[config.mk]
export PLATFORM = sky130hd
export DESIGN_NAME = const_div_serial
export DESIGN_NICKNAME = d
export VERILOG_FILES = /design/src/rtl/const_div_serial.sv
export SDC_FILE = /design/constraint.sdc
export NUM_CORES = 1
export LEC_CHECK = 0
export CORE_ASPECT_RATIO = 1.2
export CORE_MARGIN = 3
export CORE_UTILIZATION = 45
export DETAILED_ROUTE_END_ITERATION = 7
export PLACE_DENSITY = 0.68
export SLEW_MARGIN = 20
export SYNTH_ARGS = -nofsm -noshare
export SYNTH_HDL_FRONTEND = slang
export SYNTH_SLANG_ARGS = --single-unit
export TNS_END_PERCENT = 5
[constraint.sdc]
create_clock -name clk -period 4.15 [get_ports clk]
set_input_delay 0.83 -clock clk [delete_from_list [all_inputs] [get_ports clk]]
set_output_delay 0.83 -clock clk [all_outputs]
set_load 0.05 [all_outputs]
[src/rtl/const_div_serial.sv]
// const_div_serial: digit-serial unsigned divider by a compile-time constant.
// Consumes CHUNK dividend bits per clock, most significant digit first, and
// returns floor(in_data/DIVISOR) and in_data mod DIVISOR.
// Optional feature macro: CONST_DIV_FWD_EN lets a new dividend be accepted
// in the same cycle the finished result is taken, skipping the IDLE cycle.
//
// Handshakes: a transfer happens on a rising clk edge where valid && ready
// are both high. valid never depends on ready. The payload is sampled only on
// that edge and is held stable by the sender while valid is high.
module const_div_serial #(
    parameter  int WIDTH   = 16,
    parameter  int DIVISOR = 11,
    parameter  int CHUNK   = 4,
    localparam int RW      = $clog2(DIVISOR),
    localparam int STEPS   = WIDTH / CHUNK
) (
    input  logic             clk,
    input  logic             rst,
    input  logic             in_valid,
    output logic             in_ready,
    input  logic [WIDTH-1:0] in_data,
    output logic             out_valid,
    input  logic             out_ready,
    output logic [WIDTH-1:0] out_quot,
    output logic [RW-1:0]    out_rem
);

    // Partial dividend t = r*2^CHUNK + c needs RW+CHUNK bits.
    localparam int TW = RW + CHUNK;
    localparam int CW = (STEPS > 1) ? $clog2(STEPS) : 1;
    localparam logic [TW-1:0] DIV_T = TW'(DIVISOR);

    // Parameter sanity: a bad configuration stops elaboration.
    if (CHUNK < 1 || CHUNK > 8) begin : g_bad_chunk
        $fatal(1, "const_div_serial: CHUNK must be in 1..8");
    end
    if (WIDTH % CHUNK != 0) begin : g_bad_width
        $fatal(1, "const_div_serial: WIDTH must be a multiple of CHUNK");
    end
    if (DIVISOR < 2 || (WIDTH < 63 && longint'(DIVISOR) >= (longint'(1) << WIDTH))) begin : g_bad_div
        $fatal(1, "const_div_serial: DIVISOR must satisfy 2 <= DIVISOR < 2^WIDTH");
    end

    typedef enum logic [1:0] {
        IDLE = 2'd0,
        BUSY = 2'd1,
        DONE = 2'd2
    } state_t;

    state_t            state;
    state_t            state_nxt;
    logic              load;
    logic [WIDTH-1:0]  shift_q;
    logic [WIDTH-1:0]  quot_q;
    logic [RW-1:0]     rem_q;
    logic [CW-1:0]     cnt_q;
    logic [CHUNK-1:0]  c_digit;
    logic [TW-1:0]     t_part;
    logic [CHUNK-1:0]  q_digit;
    logic [RW-1:0]     r_nxt;

    // Quotient digit and remainder of the current step. The divisor is a
    // constant, so this reduces to a fixed lookup on t. Since r < DIVISOR,
    // the digit always fits in CHUNK bits.
    always_comb begin
        c_digit = shift_q[WIDTH-1 -: CHUNK];
        t_part  = {rem_q, c_digit};
        q_digit = CHUNK'(t_part / DIV_T);
        r_nxt   = RW'(t_part % DIV_T);
    end

    // Next-state and handshake decode; in_ready is forced low during reset.
    always_comb begin
        state_nxt = state;
        in_ready  = 1'b0;
        load      = 1'b0;
        case (state)
            IDLE: begin
                in_ready = 1'b1;
                if (in_valid) begin
                    load      = 1'b1;
                    state_nxt = BUSY;
                end
            end
            BUSY: begin
                if (cnt_q == CW'(STEPS - 1)) begin
                    state_nxt = DONE;
                end
            end
            DONE: begin
                if (out_ready) begin
`ifdef CONST_DIV_FWD_EN
                    in_ready = 1'b1;
                    if (in_valid) begin
                        load      = 1'b1;
                        state_nxt = BUSY;
                    end else begin
                        state_nxt = IDLE;
                    end
`else
                    state_nxt = IDLE;
`endif
                end
            end
            default: state_nxt = IDLE;
        endcase
        if (rst) begin
            in_ready = 1'b0;
            load     = 1'b0;
        end
    end

    // State register and datapath: load on accept, one digit per BUSY cycle,
    // everything frozen in DONE until the result is taken.
    always_ff @(posedge clk) begin
        if (rst) begin
            state   <= IDLE;
            shift_q <= '0;
            quot_q  <= '0;
            rem_q   <= '0;
            cnt_q   <= '0;
        end else begin
            state <= state_nxt;
            if (load) begin
                shift_q <= in_data;
                rem_q   <= '0;
                cnt_q   <= '0;
            end else if (state == BUSY) begin
                shift_q <= shift_q << CHUNK;
                quot_q  <= (quot_q << CHUNK) | WIDTH'(q_digit);
                rem_q   <= r_nxt;
                cnt_q   <= cnt_q + 1'b1;
            end
        end
    end

    // Result is presented straight from the registers.
    always_comb begin
        out_valid = (state == DONE);
        out_quot  = quot_q;
        out_rem   = rem_q;
    end

endmodule

==> results.yml <==
status:
  status: "finished, final reports clean"
detailed_routing:
  drtIter0Drc: 189
  wire_per_inst_um: 16.2
  vias: 2947
  wl_um: 7990
  drt-vias-per-instance: 5.98
  drc: 0
  ant_nets: 0
  dr.pass1.iters: 5
final_layout:
  antenna_cells: 0
  utilization_pct: 55.2
  nets: 433
  nFillCells: 632
  areaGrowthSynthToFinish_pct: 17.4
  layout_commonest_cell: "nand2_1"
  final_cell_mix: "nand2_1 (47), clkdlybuf4s50_1 (40), a21oi_1 (39), dfxtp_1 (39), nor2_1 (33)"
  drive_gt1_share_pct: 10.2
global_routing:
  track_usage_pct: 22.4
  grt_pass1_wl_um: 13400
  antenna_found_initial: 0
  grt_pass1_vias: 2823
  grt_overflow: 0
  grt_max_degree: 33
yosys:
  ys.flop_type: "dfxtp_1"
  synth-edff-count: 0
  yosysSeqAreaShare_pct: 27.8
  synth_fp_nets: 405
  synthCells: 382
  yosysWarnings: 0
  async_flop_share_pct: 0
  synth-seq-cells: 40
  synth.distinct_cells: 75
  syn_area_per_cell_um2: 7.55
  netlist_area_um2: 2880
timing:
  relSlewSlack_pct: 44.9
  skew_ns: 0.00774
  post-route-period-util_pct: 88.8
  rsz0062_at_grt: "no"
  worstMarginPinSlew_ns: 0.827
  tns_ns: 0
  period_needed_ns: 3.69
  slew_violations: 0
  setup_violations: 0
  fmax_mhz: 271
  hold_viol: 0
critical_path:
  cpLargestDelayFamily: "simple AND/OR/NAND/NOR gates"
  endpoint_kind: "flip-flop"
  crit_fanout: 12
  worst-setup-path-type: "flip-flop to flip-flop"
  path_cells: "nor2b_1, o32ai_1, a211oi_1, nand2b_1, inv_1, ha_1, nor3_2, o221ai_2, xor2_1, ha_1, nor2_1, or4_4, a311oi_2"
  cp.required_ns: 4.36
  critPathBufInv: 1
  critPathArrivalTime_ns: 3.89
  slowest_delay_ns: 0.54
  crit_path_frequent_cell: "ha_1"
  slowest_stage: "dfxtp_1"
  crit_path_start_kind: "flip-flop"
clock_tree:
  clk_pin_slew_worst_paths_ns: 0.08
  clock_latency_ns: 0.29
  htree_levels: 2
  clock_path_buffers: 2
  cts_sinks: 40
  holdBufCountCts: 0
  clock-root-buffer: "clkbuf_8"
  numCtsBuffers: 5
  cts_tree: "done"
place:
  gp_routability_congestion: 0.927
  port-buffer-count: 41
  hpwl_um: 5840
power_and_ir_drop:
  swShare_pct: 45.4
  clkPwrFrac_pct: 16.0
  seqPwrFrac_pct: 28.2
  pwr-share-comb_pct: 55.8
  ir_worst_vdd_mv: 0.271
  p_switching_w: 0.000748
  internal-power_w: 0.000899
  power.density_nw_per_um2: 487
  leakagePower_nw: 1.18
min_path:
  hp-class: "flip-flop to flip-flop"
die:
  die_w_um: 79.1
  die_y_um: 93.7
  fp.dieArea_um2: 7410
  coreArea_um2: 6130
  ios: 42
  initial_core_util_pct: 47.0
  fp-row-count: 31
run:
  drv_cap: 0
-- cell type report --
| class | count | area [um^2] | area share (%) |
|---|---|---|---|
| sequential | 40 | 802 | 23.7 |
| clock buffer | 6 | 82.6 | 2.44 |
| timing repair buffer | 54 | 505 | 14.9 |
| tap | 82 | 103 | 3.03 |
| inverter | 9 | 33.8 | 0.999 |
| clock inverter | 2 | 10.0 | 0.296 |
| multi-input combinational | 300 | 1850 | 54.6 |
-- tightest hold or removal path, stage by stage, from the launching register on --
cell and delay (ns):
dfxtp_1 0.31, nand2_1 0.05, a21oi_1 0.05
-- Yosys cell counts, types with 4 or more instances --
cell type / n / area share (%)
o22ai_1: 6 / 1.3
o21ai_0: 17 / 3.0
a22oi_1: 16 / 4.2
dfxtp_1: 40 / 28
nand2_1: 47 / 6.1
buf_6: 8 / 3.1
nor2b_1: 9 / 2.0
nand3_1: 9 / 1.6
nand2b_1: 8 / 1.7
inv_1: 8 / 1.0
buf_4: 4 / 1.0
nor4_1: 5 / 1.1
buf_2: 5 / 0.87
nor3_1: 17 / 3.0
o31ai_1: 4 / 1.0
o21a_1: 4 / 1.0
clkbuf_1: 14 / 1.8
a21oi_1: 39 / 6.8
a211oi_1: 4 / 1.0
mux2i_1: 5 / 1.7
nor2_1: 33 / 4.3
-- per-layer routing --
metal	share of wire (%)	wire (um)	GRT usage, %
met1	41	3310	27.3
met2	49	3890	37.1
met3	4.2	339	1.92
met4	5.7	459	15.0
met5	0	0	0
-- registers in the layout (all words and copies together) (netlist names) --
signal	flops
cnt_q	2
shift_q	16
out_rem	4
state	2
out_quot	16
-- kinds of logic after synthesis --
family	synth area share, %
xor gates and xnor gates	0.608
AOI/OAI and AO/OA	31.6
and+or+nand+nor	27.9
buffers and inverters	8.68
muxes	2.13
adders and majority gates	1.30
DFF	27.8
-- final timing paths --
check / startpoint / end / slack [ns] / depth (start not counted)
max: out_rem[1]$_SDFFE_PP0P_ / out_quot[0]$_SDFFE_PP0P_ / 0.46 / 13
min: shift_q[10]$_SDFFE_PP0P_ / shift_q[10]$_SDFFE_PP0P_ / 0.46 / 2
max reg2reg: out_rem[1]$_SDFFE_PP0P_ / out_quot[0]$_SDFFE_PP0P_ / 0.46 / 13
min reg2reg: shift_q[10]$_SDFFE_PP0P_ / shift_q[10]$_SDFFE_PP0P_ / 0.46 / 2
-- repair_timing --
action                                  in CTS  in global routing
buffers inserted                             0                  0
endpoints found under the setup margin       0                  2
gates resized for setup                      0                  2
-- metrics by stage --
| step | power (W) | setup WS (ns) | hold WS, ns | cell area [um^2] | std cells |
|---|---|---|---|---|---|
| CTS | 0.00164 | 0.324 | 0.457 | 3380 | 493 |
| floorplan | 0.00117 | 0.609 | 0.437 | 2880 | 382 |
| detailed placement | 0.00137 | 0.344 | 0.447 | 3280 | 485 |
| global placement | 0.00137 | 0.524 | 0.442 | 3280 | 485 |
| finish | 0.00165 | 0.465 | 0.456 | 3380 | 493 |
| global route | 0.00176 | 0.0547 | 0.481 | 3380 | 493 |
-- power groups by stage --
stage	registers [W]	logic (W)	clock network, W
2_1_floorplan	0.000507	0.000661	0
3_3_place_gp	0.000470	0.000901	0
3_5_place_dp	0.000471	0.000899	0
4_1_cts	0.000462	0.000903	0.000273
5_1_grt	0.000472	0.000998	0.000290
6_report	0.000464	0.000919	0.000263
Power figures use the tool's default switching activity.
